[src/rtl/text_render_seq.sv]
// Character-cell text renderer: 80x30 cells of 8x16 glyphs on 640x480.
// Five-stage fixed-latency pipeline: text fetch, font fetch, pixel select.
module text_render_seq #(
  parameter int COLS         = 80,
  parameter int ROWS         = 30,
  parameter int TBUF_AW      = 12,
  parameter int FONT_AW      = 11,
  parameter int BLINK_FRAMES = 30
) (
  input  logic               clk_i,
  input  logic               rstn_i,
  input  logic [9:0]         hpos_i,
  input  logic [9:0]         vpos_i,
  input  logic               active_i,
  input  logic               frame_i,
  output logic [TBUF_AW-1:0] tbuf_addr_o,
  input  logic [7:0]         tbuf_data_i,
  output logic [FONT_AW-1:0] font_addr_o,
  input  logic [7:0]         font_data_i,
  input  logic               cursor_en_i,
  input  logic [6:0]         cursor_col_i,
  input  logic [4:0]         cursor_row_i,
  output logic               pixel_o,
  output logic               active_o
);

  localparam int BW = (BLINK_FRAMES > 1) ? $clog2(BLINK_FRAMES) : 1;

  logic [6:0]         col;
  logic [5:0]         row;
  logic [TBUF_AW-1:0] tbuf_addr_d, tbuf_addr_q;
  logic [FONT_AW-1:0] font_addr_d, font_addr_q;
  logic               cur_hit_d;
  logic [3:0]         act_q;
  logic [3:0]         cur_q;
  logic [3:0][2:0]    xbit_q;
  logic [1:0][3:0]    grow_q;
  logic [1:0]         inv_q;
  logic [BW-1:0]      cnt_d, cnt_q;
  logic               blink_d, blink_q;
  logic               pixel_d, pixel_q;
  logic               act_out_q;

  assign col = hpos_i[9:3];
  assign row = vpos_i[9:4];

  always_comb begin
    tbuf_addr_d = tbuf_addr_q;
    if (active_i)
      tbuf_addr_d = TBUF_AW'(row) * TBUF_AW'(COLS)
                  + TBUF_AW'(col);
  end

  assign cur_hit_d = cursor_en_i
                   & (col == cursor_col_i)
                   & (row == {1'b0, cursor_row_i})
                   & (vpos_i[3:0] >= 4'd14);

  // Bit 7 of the character is the inverse attribute, never a glyph bit.
  always_comb begin
    font_addr_d = font_addr_q;
    if (act_q[1])
      font_addr_d = FONT_AW'({tbuf_data_i[6:0], grow_q[1]});
  end

  always_comb begin
    cnt_d   = cnt_q;
    blink_d = blink_q;
    if (frame_i) begin
      if (cnt_q == BW'(BLINK_FRAMES - 1)) begin
        cnt_d   = '0;
        blink_d = ~blink_q;
      end else begin
        cnt_d = cnt_q + 1'b1;
      end
    end
  end

  assign pixel_d = act_q[3]
                 & (font_data_i[xbit_q[3]]
                    ^ inv_q[1]
                    ^ (cur_q[3] & blink_q));

  always_ff @(posedge clk_i or negedge rstn_i) begin
    if (!rstn_i) begin
      tbuf_addr_q <= '0;
      font_addr_q <= '0;
      act_q       <= '0;
      cur_q       <= '0;
      xbit_q      <= '0;
      grow_q      <= '0;
      inv_q       <= '0;
      cnt_q       <= '0;
      blink_q     <= 1'b0;
      pixel_q     <= 1'b0;
      act_out_q   <= 1'b0;
    end else begin
      tbuf_addr_q <= tbuf_addr_d;
      font_addr_q <= font_addr_d;
      act_q       <= {act_q[2:0], active_i};
      cur_q       <= {cur_q[2:0], cur_hit_d};
      xbit_q      <= {xbit_q[2:0], hpos_i[2:0]};
      grow_q      <= {grow_q[0], vpos_i[3:0]};
      inv_q       <= {inv_q[0], tbuf_data_i[7] & act_q[1]};
      cnt_q       <= cnt_d;
      blink_q     <= blink_d;
      pixel_q     <= pixel_d;
      act_out_q   <= act_q[3];
    end
  end

  assign tbuf_addr_o = tbuf_addr_q;
  assign font_addr_o = font_addr_q;
  assign pixel_o     = pixel_q;
  assign active_o    = act_out_q;

endmodule

[config.mk]
export PLATFORM = sky130hd
export DESIGN_NAME = text_render_seq
export DESIGN_NICKNAME = d
export VERILOG_FILES = /design/src/rtl/text_render_seq.sv
export SDC_FILE = /design/constraint.sdc
export NUM_CORES = 1
export LEC_CHECK = 0
export CAP_MARGIN = 10
export CORE_UTILIZATION = 55
export CTS_BUF_LIST = sky130_fd_sc_hd__clkbuf_2
export DETAILED_ROUTE_END_ITERATION = 16
export DONT_BUFFER_PORTS = 1
export PLACE_DENSITY = 0.75
export SYNTH_ARGS = -nofsm -noshare
export SYNTH_HDL_FRONTEND = slang
export SYNTH_SLANG_ARGS = --single-unit
[constraint.sdc]
create_clock -name clk_i -period 1.5 [get_ports clk_i]
set_input_delay 0.45 -clock clk_i [delete_from_list [all_inputs] [get_ports clk_i]]
set_output_delay 0.45 -clock clk_i [all_outputs]
set_load 0.05 [all_outputs]
After elaboration in Yosys (flattened, before gate mapping)

Index checks and enable logic that the tools add are counted.

Input port bits: 53
Register bits: 61
Word-level logic and storage cells: 36
Output and inout port bits: 25

Multiplexer cells: 3
Bitwise gates (word level): 9
$add $sub $neg: 2
Equal/unequal tests: 3
Multipliers: 1
Order comparisons: 2
Reduce and logical (&&, ||, !) cells: 1

Operators with widths:

| kind                                                      | number |
|---|---|
| adder 12 x 7 -> 12 bit                                    | 1 |
| multiplier 6 x 3 -> 8 bit (second input constant)         | 1 |
| == test 7 bit                                             | 1 |
| bitwise AND 1 bit                                         | 6 |
| == test 6 x 5 -> 1 bit                                    | 1 |
| adder 5 x 1 -> 5 bit (second input constant)              | 1 |
| == test 5 bit (second input constant)                     | 1 |
| two-way mux 5 bit                                         | 1 |
| greater-or-equal comparator 4 bit (second input constant) | 1 |
| < comparator 3 x 4 -> 1 bit (second input constant)       | 1 |
| binary-select mux 1 bit (select 3 bit)                    | 1 |
| AND reduction 2 bit                                       | 1 |
| XOR 1 bit                                                 | 2 |
| two-way mux 1 bit                                         | 1 |
| inverter 1 bit                                            | 1 |

Longest topological paths before layout

Gate-level depths: netlist (run 1).

Depth in word-level cells: 5
Depth in mapped cells: 8
Mapped depth without buffers: 8

Worst setup path before layout (run 1)

OpenSTA, ideal clock, no wires.

Path type: input -> register
Start point: in vpos_i[5]
End point: reg tbuf_addr_q[11], in the netlist tbuf_addr_o[11]
Data required time: 1.362 ns
Setup time: 0.138 ns
Buffers on the path: 0
Stages: 8
Setup slack: -0.685 ns
Arrival: 2.047 ns
Cells stage by stage: ha_1 ha_1 fa_1 xor2_1 nand3_1 nor4_2 xnor2_1 a21oi_1

Word-level cells in the longest chain between the ends: 2

Ends and longest elaborated chain:

| element                   | RTL line | source |
|---|---|---|
| start: declaration        | 13       | `input logic [9:0] vpos_i,` |
| multiplier 6 x 3 -> 8 bit | 50       | `tbuf_addr_d = TBUF_AW'(row) * TBUF_AW'(COLS)` |
| adder 12 x 7 -> 12 bit    | 51       | `+ TBUF_AW'(col);` |
| end signal: assignment    | 98       | `tbuf_addr_q <= tbuf_addr_d;` |
| end: declaration          | 31       | `logic [TBUF_AW-1:0] tbuf_addr_d, tbuf_addr_q;` |

No other way between the ends.
A chain may end at the register's enable or synchronous reset.

Worst setup path in the final report (run 1)

Same ends and word-level chain as after synthesis.

==> results.md, run 1 <==
- The run finished, with violations left.
- The final reports fail on negative hold slack, negative setup slack.
- STA classifies the critical path startpoint as an input pin.
- The cell area after synthesis is between 0.002 and 0.003 mm^2.
- Measured in cells, the most critical reg-to-reg path has a length of 4.
- In the finished design, the share of the clock period the worst path needs comes to 1.05.
- The count of inserted antenna diode cells is 0.
- The number of detailed-route iterations in the first pass is 3.
- The initial utilization of the core area, before any placement, comes to 0.574.
- The final-report setup violation count is 2.
- The die covers roughly 0.0049 mm^2.
- Measured against its own limit, the worst slew margin works out to 0.684.
- The cell family contributing the most delay on the critical path is adder cells.
- The power spent charging and discharging nets is ~1.3 mW.
- Using the TritonRoute via totals, the vias-per-cell ratio works out to about 5.6.
- The cell with the largest stage delay on the worst path is fa_2.
- The routed length per placed instance is approximately 18 um.
- After the flow finishes, the layout carries non-filler instances totaling 260.
- The proportion of layout cells with a drive suffix above 1 is 0.399.
- The share of total power dissipated in the clock network is 0.278.
- The tightest min-delay check is of the in2async type.
- The hold buffer count at CTS is 9.
- Across all layers, the routed design uses about 1500 vias.
- The standard cell core area is approximately 0.0044 mm^2.
- The pin slew with the least headroom to its limit is 0.475 ns.
- The total congestion overflow is 0.
- The beginning of the worst register-to-register path is xbit_q[9]$_DFF_PN0_.
- Input and output buffers added on the ports amount to 0.
- The critical path contains buffers and inverters numbering 0 combined.
- The number of violations of the max-capacitance limit is 0.
- The portion of total power attributed to sequential cells is 0.578.
- The worst hold slack across all endpoints is -0.358 ns.
- The clock passes through at most 2 buffers.
- The cell area power density is ~1400 mW/mm^2.
- In the final layout, flip-flops and latches occupy 0.00156 mm^2.
- The slack of the worst reg-to-reg path is about 0.060 ns.
- Among the stages of the critical path, the cell type that occurs most often is ha_4.
- Static timing analysis puts the maximum clock frequency at roughly 630 MHz.
- After clock tree synthesis, the clock-pin slew on the worst setup and hold paths is ~0.18 ns.
- Walking the worst path, the cells encountered are ha_4, ha_4, fa_2, nand3_1, nor4_2, xnor2_1, a21oi_1.
- The cell area after layout is about 0.003 mm^2.
- Across every metal layer, demand over resource in global routing totals 0.210.
- The final number of hold-violating endpoints is slightly above 60.
- Setup repair after global routing could not meet its margin everywhere.
- For this run, the slowest stage of the critical path takes between 0.5 and 0.6 ns.
- The chip height is between 60 and 70 um.
- The worst slack at placement is -0.601 ns.
- Along the worst path, the maximum fanout reaches 4.
- For this block, the initial DRC count from the detailed router was 85.
- The final layout contains ~270 nets.
- For this design the top-level I/O count stands at just under 80.
- The internal power component is approximately 2.8 mW.
- Summing all placed instances gives a cell area of roughly 0.0027 mm^2.
- The global-route wire length before repair is between 7 and 8 mm.
- In this run, synthesis produced a sequential element count of 61.
- TritonCTS built the clock tree.
- The number of DRC violations after detailed routing is 0.
- In this run, placement finished with an instance count of 234.
- The count of final max-slew check failures is 0.
- The via count of the first global-routing pass is 1628.
- The switching share of total power is 0.322.
- During synthesis, Yosys emitted a total of 0 warnings.
- The critical path in this run is classified as in2reg.
- The H-tree generated during clock tree synthesis spans 3 levels.
- At the worst endpoint, the arrival time is roughly 1.9 ns.
- The sequential element share of the synthesized area is 0.606.
- The clock root buffer is clkbuf_2.
- The instance count on the critical path is 7.
- The final critical path time including I/O delays and setup is 1.58 ns.
- The routability congestion estimate is 0.756.
- The clock reaches the later pin of the worst-skew pair after between 0.4 and 0.5 ns.
- The detail route stage leaves a number of antenna-violating nets equal to 0.
- In the synthesized netlist, the number of instances is 178.
- The multi-input gate area in the final layout is between 0.001 and 0.0015 mm^2.
- The number of antenna violations at the first check in global routing came to 0.
- The share of total power in combinational logic is 0.145.
- Synthesis instantiated 30 different standard cells from the library.
- The maximum VDD drop is approximately 0.00050 V.
- The endpoint of the worst-slack reg-to-reg timing path is pixel_o$_DFF_PN0_.
- The number of cell rows is 24.
- For this design, the sink count on the clock tree is 61.
- In the post-route analysis, the smallest setup slack over all paths is -0.0801 ns.
- The synthesized area divided by synthesized cell count is 14.1 um^2.
- The number of buffers added by the clock tree synthesis step is 9.
- The area added between synthesis and finish is 18.8%.
- The filler cell count is between 300 and 400.
- For this design the static power due to leakage is 1.27 nW.
- Across the routed clock network, the largest skew measured is 0.0215 ns.
- Summed over all failing endpoints, the final setup total negative slack is -0.148 ns.
- The HPWL reported at the end of detailed placement is 3.29 mm.
- The synthesized net count is 246.
- At the worst endpoint, the required time is between 1.5 and 2 ns.
- STA classifies the critical path endpoint as a flip-flop.
- In this run the horizontal extent of the chip is between 60 and 70 um.
- The pin count of the biggest net entering global routing is between 60 and 70.
- The detailed-route wire length is roughly 4.6 mm.
## routing by layer
metal,routed length (um),global-route usage
met5,0,0
met3,344,0.0916
met4,80,0.0933
met1,1710,0.235
met2,2440,0.347
## worst max-delay path by stage
stage                                      from                           to  slack (ns)
global route        font_addr_o[10]$_DFFE_PN0P_              font_addr_o[10]       -0.07
global placement                      vpos_i[5]  tbuf_addr_o[11]$_DFFE_PN0P_       -0.52
floorplan                             vpos_i[5]   tbuf_addr_o[9]$_DFFE_PN0P_       -0.50
finish                                vpos_i[5]  tbuf_addr_o[11]$_DFFE_PN0P_       -0.08
CTS                                   vpos_i[5]   tbuf_addr_o[9]$_DFFE_PN0P_       -0.07
detailed placement                    vpos_i[5]  tbuf_addr_o[11]$_DFFE_PN0P_       -0.60
## Yosys cell counts (all sizes together)
| cell type | number | area [um^2] |
|---|---|---|
| clkbuf | 2 | 7.51 |
| buf | 2 | 7.51 |
| nor4 | 4 | 31.3 |
| and3 | 1 | 6.26 |
| o22ai | 2 | 12.5 |
| mux2 | 19 | 214 |
| a32o | 1 | 10.0 |
| and4 | 1 | 8.76 |
| nand3 | 4 | 20.0 |
| a21o | 2 | 15.0 |
| xor2 | 10 | 87.6 |
| nor3b | 1 | 7.51 |
| mux4 | 2 | 52.6 |
| fa | 2 | 40.0 |
| and2 | 2 | 12.5 |
| nor2b | 1 | 6.26 |
| or2 | 1 | 6.26 |
| ha | 13 | 163 |
| nand4 | 2 | 12.5 |
| nand2b | 2 | 12.5 |
| o21ai | 2 | 10.0 |
| xnor2 | 13 | 114 |
| nand2 | 6 | 22.5 |
| nor2 | 6 | 22.5 |
| mux2i | 2 | 20.0 |
| a21oi | 10 | 50.1 |
| inv | 3 | 11.3 |
| dfrtp | 61 | 1530 |
| o2111ai | 1 | 8.76 |
## layout by cell type, fill, tap and decap left out, types with 2 or more instances in the layout
cell / count
a21o_1: 2
nand3_1: 4
o22ai_1: 2
nand4_1: 2
ha_4: 6
bufinv_16: 2
a21oi_1: 8
dfrtp_2: 25
inv_1: 3
mux2i_1: 2
xnor2_1: 13
mux2_2: 18
dlygate4sd3_1: 9
clkbuf_2: 10
buf_4: 9
nand2b_1: 2
dfrtp_1: 36
xor2_1: 9
nand2_1: 6
and2_1: 2
mux4_2: 2
nor4_1: 3
ha_1: 7
nor2_1: 6
o21ai_0: 2
clkinv_2: 2
clkinv_4: 2
## stage by stage
| stage | utilization | hold slack [ns] | power (mW) |
|---|---|---|---|
| floorplan | - | 0.154 | 2.77 |
| global placement | 0.622 | 0.156 | 2.87 |
| detailed placement | 0.622 | 0.156 | 2.93 |
| CTS | 0.683 | -0.406 | 4.14 |
| global route | 0.682 | -0.442 | 4.31 |
| finish | 0.682 | -0.358 | 4.09 |
## kinds of logic after synthesis
| logic type | count (synthesis) | synth area share |
|---|---|---|
| compound gates | 18 | 0.0422 |
| xor+xnor | 23 | 0.0800 |
| fa+ha+maj | 15 | 0.0805 |
| buf+inv | 7 | 0.0104 |
| flops | 61 | 0.606 |
| mux | 23 | 0.114 |
| simple gates | 31 | 0.0671 |
## power by group through the flow
stage / Sequential (mW) / Clock (mW) / Combinational, mW
after global routing: 2.39 / 1.25 / 0.663
after CTS: 2.37 / 1.18 / 0.596
after floorplan: 2.33 / 0 / 0.444
final: 2.36 / 1.14 / 0.592
after detailed placement: 2.38 / 0 / 0.554
after global placement: 2.36 / 0 / 0.508
## sequential cells by signal, summed over array words and instances, names as in the netlist, 2 cells and up
| register | flops |
|---|---|
| font_addr_o | 11 |
| cur_q | 4 |
| grow_q | 8 |
| xbit_q | 12 |
| tbuf_addr_o | 12 |
| inv_q | 2 |
| cnt_q | 5 |
| act_q | 4 |
## worst register-to-register path, stage by stage (launching register included)
cell	delay, ns
dfrtp_1	0.43
mux4_2	0.51
mux2i_1	0.17
xnor2_1	0.14
and2_1	0.14
## what timing repair did
item                                    CTS  global route
cloned                                    0             0
buffers inserted                          1             0
hold endpoints to repair                 70            61
gates resized for setup                  27             1
endpoints found under the setup margin   28            29
pin swaps                                 1             6
## layout make-up
cell class | count | share of cell area
clock inverter | 6 | 0.0293
tap | 52 | 0.0217
clock buffer | 10 | 0.0167
inverter | 3 | 0.00376
timing repair buffer | 18 | 0.0527
sequential | 61 | 0.521
multi-input combinational | 110 | 0.355
(Power assumes the default switching activity.)
==> inputs of run 2 (changes only) <==
CAP_MARGIN = 20   (was 10)
GPL_TIMING_DRIVEN = 0   (was default)
==> run 2 against run 1 <==
The run still ends with negative hold slack, negative setup slack left. Non-clock buffer count down 2. Sequential power about the same. Sequential share of layout area is 0.065 points lower. Critical endpoint unchanged. Critical path type unchanged. Power up 2.0%.
==> results.md, run 2 (synthesis gave the netlist of run 1 again) <==
- The number of cell rows was 24 (unchanged).
- The routing usage on met1 is 0.211 (-0.0232).
- The chip height was 69.7 um (unchanged).
- The number of detailed-route iterations in the first pass is 4 (+1).
- The HPWL reported at the end of detailed placement was 3.15 mm (-4.3%).
- The number of I/O pins came to 78 (unchanged).
- The routability congestion estimate is 0.704 (-6.9%).
- The summed negative setup slack over all endpoints is -0.328 ns (-0.180 ns).
- The CTS clock-pin slew for the worst setup and hold paths was 0.15 ns (-0.03 ns).
- The worst setup slack after layout is -0.118 ns (-0.0378 ns).
- The number of DRC violations after detailed routing is 0 (unchanged).
- The area of the die is 0.00485 mm^2 (unchanged).
- In the layout the commonest cells are 36 x dfrtp_1, 25 x dfrtp_2, 18 x mux2_2.
- Among the stages of the critical path, the cell type that occurs most often is ha_4.
- The detailed-route wire length is 4.38 mm (-4.4%).
- STA classifies the critical path startpoint as an input pin.
- The number of vias after detailed routing is 1449 (-0.82%).
- The cell area power density is 1390 mW/mm^2 (+1.9%).
- The total leakage power came to 1.25 nW (-1.8%).
- The maximum root-to-sink buffer count is 2 (unchanged).
- The die boundary width was 69.7 um (unchanged).
- The top achievable clock speed is 618 MHz (-2.3%).
- The met3 demand-to-capacity share in global routing is 0.0945 (+0.00291).
- The final number of hold-violating endpoints is 61 (unchanged).
- The checks that failed: negative hold slack, negative setup slack.
- The total congestion overflow is 0 (unchanged).
- The placed standard-cell area is 0.00268 mm^2 (-1.7%).
- The number of standard cells in the final layout excluding fillers is 257 (-1.2%).
- The proportion of layout cells with a drive suffix above 1 is 0.385 (-0.0137).
- The global-route wire length before repair is 7.13 mm (-6.8%).
- The signal on the critical path passes through ha_4, ha_4, fa_2, xor2_2, nand3_1, nor4_2, xnor2_1, a21oi_1.
- The layer carrying the most global-route usage is met2.
- The TritonCTS clock tree is yes.
- The biggest cell delay along the critical path is 0.39 ns (-0.16 ns).
- The maximum clock skew at final layout was 0.0122 ns (-0.00923 ns).
- The leading cell type in the layout, fill and taps excluded is dfrtp_1.
- The filler cell count is 300 (-6.5%).
- The number of nets still failing antenna checks after routing is 0 (unchanged).
- The level count of the clock H-tree is 3 (unchanged).
- On the critical path, the stage with the largest delay is an instance of fa_2.
- The count of final max-slew check failures is 0 (unchanged).
- The worst setup path is captured at a flip-flop.
- The standard cell core area is 0.00438 mm^2 (unchanged).
- The count of inserted antenna diode cells was 0 (unchanged).
- The pin slew with the least headroom to its limit was 0.532 ns (+0.0575 ns).
- The worst slack at placement is -0.637 ns (-0.0362 ns).
- The area added between synthesis and finish is 18.9%.
- The final critical path time including I/O delays and setup is 1.62 ns (+0.0378 ns).
- The routed length per placed instance was 17.0 um (-3.3%).
- The required time of the critical path was 1.84 ns (about the same).
- The run finished, with violations left.
- The slack of the worst reg-to-reg path came to 0.09 ns (+0.03 ns).
- The first-iteration detailed-routing DRC count is 81 (-4.7%).
- The number of violations of the max-capacitance limit is 0 (unchanged).
- The hold buffer count at CTS was 9 (unchanged).
- The worst hold slack across all endpoints is -0.340 ns (+0.0179 ns).
- The pin count of the biggest net entering global routing is 62 (unchanged).
- The number of buffers added by the clock tree synthesis step was 9 (unchanged).
- The clock latency on the worst-skew pair is 0.45 ns (about the same).
- The number of input and output port buffers inserted is 0 (unchanged).
- The final-report setup violation count is 3 (+1).
- The cell area after layout came to 0.00300 mm^2 (+0.13%).
- Setup repair after global routing could not meet its margin everywhere.
- The number of antenna violations at the first check in global routing is 0 (unchanged).
- The number of placed instances, taps included is 230 (-1.7%).
- The number of nets in the layout was 269 (-0.74%).
- The CTS sink count is 61 (unchanged).
- The initial core utilization is 0.574 (unchanged).
- The class of the worst hold path is in2async.
- The via count of the first global-routing pass is 1537 (-5.6%).
- The combined global-route utilization of all metal layers is 0.199 (-0.0105).
- The category of the critical setup timing path is in2reg.
- The maximum VDD drop is 0.000570 V (+15%).
- The met2 layer usage reported by global route came to 0.339 (-0.00863).
- The clock root buffer is clkbuf_2.
- The part of the cycle the worst path needs is 1.08 (+0.0252).
- The total chip power came to 4.18 mW (+2.0%).
- The data arrival time of the worst path is 1.96 ns (+0.04 ns).
- The post-detailed-route via-to-cell ratio came to 5.64 (+0.34%).
- The max-slew headroom at the worst pin is 0.645 (-0.0383).
- The critical-path maximum fanout is 4 (unchanged).
==> run 2: cell types whose count changed in the layout (fill, tap and decap cells not counted), sizes merged <==
cell and delta:
buf -4, bufinv +1, clkbuf +1, clkinv -1
==> run 2: power breakdown <==
group          switching, mW  total (mW)  leakage, nW  internal (mW)
combinational          0.243       0.578        0.463          0.335
sequential             0.502        2.36        0.699           1.86
clock                  0.539        1.24       0.0868          0.698
==> run 2: routing by layer <==
metal | part of all wire | up-vias
li1 | - | 663
met1 | 0.37 | 718
met2 | 0.53 | 59
met3 | 0.077 | 9
met4 | 0.016 | 0
met5 | 0 | -
==> run 2: per-stage QoR <==
stage / hold WS [ns] / utilization
2_1_floorplan: 0.154 / -
3_3_place_gp: 0.156 / 0.612
3_5_place_dp: 0.156 / 0.612
4_1_cts: -0.391 / 0.678
5_1_grt: -0.431 / 0.683
6_report: -0.340 / 0.683
==> run 2: final cells by class <==
cell class / count / area, um^2 / area share
clock buffer: 9 / 45.0 / 0.0150
timing repair buffer: 12 / 113 / 0.0376
inverter: 3 / 11.3 / 0.00376
multi-input combinational: 110 / 1090 / 0.363
sequential: 61 / 1560 / 0.520
tap: 52 / 65.1 / 0.0217
buffer: 4 / 15.0 / 0.00501
clock inverter: 6 / 103 / 0.0343
==> run 2: worst max-delay path: cells and delay by family <==
family	cells	cell delay, ns
adders and majority gates	3	0.79
xor gates and xnor gates	2	0.36
and+or+nand+nor	2	0.29
AOI/OAI and AO/OA	1	0.08
==> run 2: final timing paths <==
check,from,cells past startpoint,end
max,vpos_i[5],8,tbuf_addr_o[11]$_DFFE_PN0P_
min,rstn_i,0,xbit_q[11]$_DFF_PN0_
max reg2reg,xbit_q[9]$_DFF_PN0_,4,pixel_o$_DFF_PN0_
min reg2reg,xbit_q[8]$_DFF_PN0_,0,xbit_q[11]$_DFF_PN0_
max in group asynchronous,rstn_i,0,font_addr_o[0]$_DFFE_PN0P_
min in group clk_i,hpos_i[5],1,tbuf_addr_o[2]$_DFFE_PN0P_
==> run 2: what timing repair did <==
| action | CTS | global route |
|---|---|---|
| pin swaps | 2 | 4 |
| endpoints found under the setup margin | 27 | 29 |
| gates resized for setup | 27 | 7 |
| setup buffers | 2 | 1 |
| hold endpoints to repair | 70 | 61 |
==> inputs of run 3 (changes only) <==
CORE_UTILIZATION = 46   (was 55)
PLACE_DENSITY = default   (was 0.75)
==> run 3 against run 2 <==
The run still ends with negative hold slack, negative setup slack left. Sequential share of layout area is 0.55 points higher. Via count is 1.2% higher. Worst setup slack worse by 0.017 ns. Worst hold slack worse by 0.023 ns. Flip-flop and latch count stayed put. Clock power is 21% lower. Critical path depth stayed put. Global-route usage is 3.0 points lower. Fmax is 1.1% lower. First-iteration DRC count is 1.2% higher. Wire length is 1.6% lower.
==> results.md, run 3 (synthesis gave the netlist of run 1 again) <==
- The number of I/O pins is 78 (unchanged).
- The global-route wire length before repair is 7.44 mm (+4.3%).
- The post-detailed-route via-to-cell ratio is 5.33 (-5.4%).
- The critical path goes through ha_4, ha_4, fa_2, xor2_2, nand3_1, nor4_2, xnor2_1, a21oi_1.
- The endpoint class of the critical path is a flip-flop.
- The total congestion overflow is 0 (unchanged).
- The CTS sink count is 61 (unchanged).
- By startpoint and endpoint, the worst setup path is classified as in2reg.
- The biggest cell delay along the critical path is 0.39 ns (about the same).
- The required time of the critical path is 1.83 ns (about the same).
- The number of violations of the max-capacitance limit is 0 (unchanged).
- The number of buffers added by the clock tree synthesis step is 9 (unchanged).
- The level count of the clock H-tree is 3 (unchanged).
- The total leakage power is 1.23 nW (-1.5%).
- The number of nets in the layout is 268 (-0.37%).
- The max-slew headroom at the worst pin came to 0.666 (+0.0204).
- The summed negative setup slack over all endpoints is -0.304 ns (+0.0247 ns).
- The number of cell instances on the worst register-to-register path is 4 (unchanged).
- The number of vias after detailed routing is 1467 (+1.2%).
- The area added between synthesis and finish is 17.7%.
- The worst setup slack after layout came to -0.135 ns (-0.0172 ns).
- The number of DRC violations after detailed routing is 0 (unchanged).
- The CTS clock-pin slew for the worst setup and hold paths came to 0.19 ns (+0.04 ns).
- The top achievable clock speed is 612 MHz (-1.1%).
- The clock latency on the worst-skew pair is 0.47 ns (+0.02 ns).
- The critical path startpoint category is an input pin.
- The internal power component is 2.57 mW (-11%).
- The final number of hold-violating endpoints is 61 (unchanged).
- The initial core utilization is 0.484 (-0.0906).
- The standard cell core area is 0.00520 mm^2 (+19%).
- Setup repair after global routing could not meet its margin everywhere.
- The clock root buffer is clkbuf_2.
- The routed length on met2 is 2.29 mm (-1.7%).
- The detailed-route wire length came to 4.30 mm (-1.6%).
- The routed length per placed instance is 15.7 um (-8.1%).
- The routed length on met1 is 1.61 mm (-1.9%).
- The combined global-route utilization of all metal layers is 0.169 (-0.0297).
- The slack of the worst reg-to-reg path was 0.07 ns (-0.02 ns).
- The count of inserted antenna diode cells is 0 (unchanged).
- The number of input and output port buffers inserted is 0 (unchanged).
- The maximum VDD drop is 0.000505 V (-11%).
- In this run the critical register-to-register path is launched from xbit_q[9]$_DFF_PN0_.
- The number of nets still failing antenna checks after routing is 0 (unchanged).
- The part of the cycle the worst path needs came to 1.09 (+0.0115).
- TritonCTS built the clock tree.
- The number of detailed-route iterations in the first pass is 4 (unchanged).
- The maximum root-to-sink buffer count is 2 (unchanged).
- The portion of total power attributed to sequential cells was 0.605 (+0.040).
- The pin slew with the least headroom to its limit came to 0.501 ns (-0.0306 ns).
- The chip height is 76.0 um (+9.1%).
- The run finished, with violations left.
- The number of cell rows is 26 (+8.3%).
- The first-iteration detailed-routing DRC count is 82 (+1.2%).
- The final-report setup violation count is 3 (unchanged).
- The count of final max-slew check failures was 0 (unchanged).
- On the critical path, the stage with the largest delay is an instance of fa_2.
- The proportion of layout cells with a drive suffix above 1 came to 0.380 (-0.00488).
- The data arrival time of the worst path came to 1.97 ns (about the same).
- Among the stages of the critical path, the cell type that occurs most often is ha_4.
- The wire length on met3 is 305 um (-10%).
- The pin count of the biggest net entering global routing was 62 (unchanged).
- The min-delay analysis places its worst path in the category in2async.
- The HPWL reported at the end of detailed placement came to 3.10 mm (-1.5%).
- The critical-path maximum fanout came to 4 (unchanged).
- The share of power burned in the clock network is 0.250 (-0.046).
- The final critical path time including I/O delays and setup is 1.64 ns (+0.0172 ns).
- The library cells used most frequently in the layout, excluding fill and tap cells, are 36 x dfrtp_1, 25 x dfrtp_2, 19 x mux2_2.
- The worst hold slack across all endpoints came to -0.363 ns (-0.0231 ns).
- The maximum clock skew at final layout is 0.0236 ns (+0.0113 ns).
- The routability congestion estimate is 0.735 (+4.4%).
- The die boundary width came to 76.0 um (+9.1%).
- Leaving out fill and tap cells, the most frequent cell in the layout is dfrtp_1.
- The cell area power density is 1320 mW/mm^2 (-5.5%).
- The timing endpoint of the critical path is tbuf_addr_o[11]$_DFFE_PN0P_.
- The share of total power in combinational logic is 0.145 (+0.007).
- The via count of the first global-routing pass is 1646 (+7.1%).
- The total chip power was 3.91 mW (-6.5%).
- The power spent charging and discharging nets is 1.33 mW (+3.6%).
- Signal routing reaches up to met4.
- The switching share of total power is 0.341 (+0.0332).
- The endpoint of the worst-slack reg-to-reg timing path is pixel_o$_DFF_PN0_.
- The area of the die was 0.00578 mm^2 (+19%).
- The final reports fail on negative hold slack, negative setup slack.
- The launch point of the worst path is vpos_i[5].
- The number of antenna violations at the first check in global routing is 0 (unchanged).
==> run 3: metal layers <==
metal / track usage / vias to the layer above
met5: 0 / -
met4: 0.104 / 0
met3: 0.0659 / 12
met2: 0.292 / 57
met1: 0.173 / 736
li1: - / 662
==> run 3: worst min path at each step <==
stage	startpoint	endpoint	slack, ns	cells after the start
finish	rstn_i	tbuf_addr_o[1]$_DFFE_PN0P_	-0.36	0
detailed placement	rstn_i	xbit_q[11]$_DFF_PN0_	0.16	0
floorplan	rstn_i	act_q[0]$_DFF_PN0_	0.15	0
global route	rstn_i	tbuf_addr_o[1]$_DFFE_PN0P_	-0.43	0
global placement	rstn_i	xbit_q[11]$_DFF_PN0_	0.16	0
CTS	rstn_i	pixel_o$_DFF_PN0_	-0.40	0
==> run 3: area by class of cell <==
cell class / count / area [um^2]
timing repair buffer: 11 / 105
tap: 70 / 87.6
multi-input combinational: 110 / 1070
inverter: 3 / 11.3
fill: 444 / 2240
clock buffer: 10 / 50.0
buffer: 4 / 15.0
sequential: 61 / 1560
clock inverter: 6 / 63.8
==> run 3: power by group through the flow <==
stage	registers [mW]	clock network, mW	logic, mW
after global placement	2.36	0	0.489
final	2.36	0.978	0.566
after floorplan	2.33	0	0.444
after CTS	2.37	1.01	0.557
after global routing	2.39	1.09	0.640
after detailed placement	2.38	0	0.525
==> run 3: what timing repair did <==
| item | in CTS | in global routing |
|---|---|---|
| hold buffers | 8 | 1 |
| resized for setup | 25 | 5 |
| pin swaps | 1 | 2 |
| endpoints found under the setup margin | 27 | 29 |
| endpoints found under the hold margin | 69 | 62 |
| setup buffers | 2 | 0 |
==> run 3: metrics by stage <==
stage / worst slack, ns / area, um^2 / std cells / utilization
floorplan: -0.503 / 2620 / 178 / -
global placement: -0.574 / 2710 / 248 / 0.520
detailed placement: -0.641 / 2710 / 248 / 0.520
CTS: -0.101 / 2950 / 274 / 0.566
global route: -0.173 / 2960 / 275 / 0.569
finish: -0.135 / 2960 / 275 / 0.569
==> run 3: critical path: cells and delay by family <==
kind	cells	cell delay (ns)
fa+ha+maj	3	0.77
xor+xnor	2	0.36
simple gates	2	0.29
compound gates	1	0.09
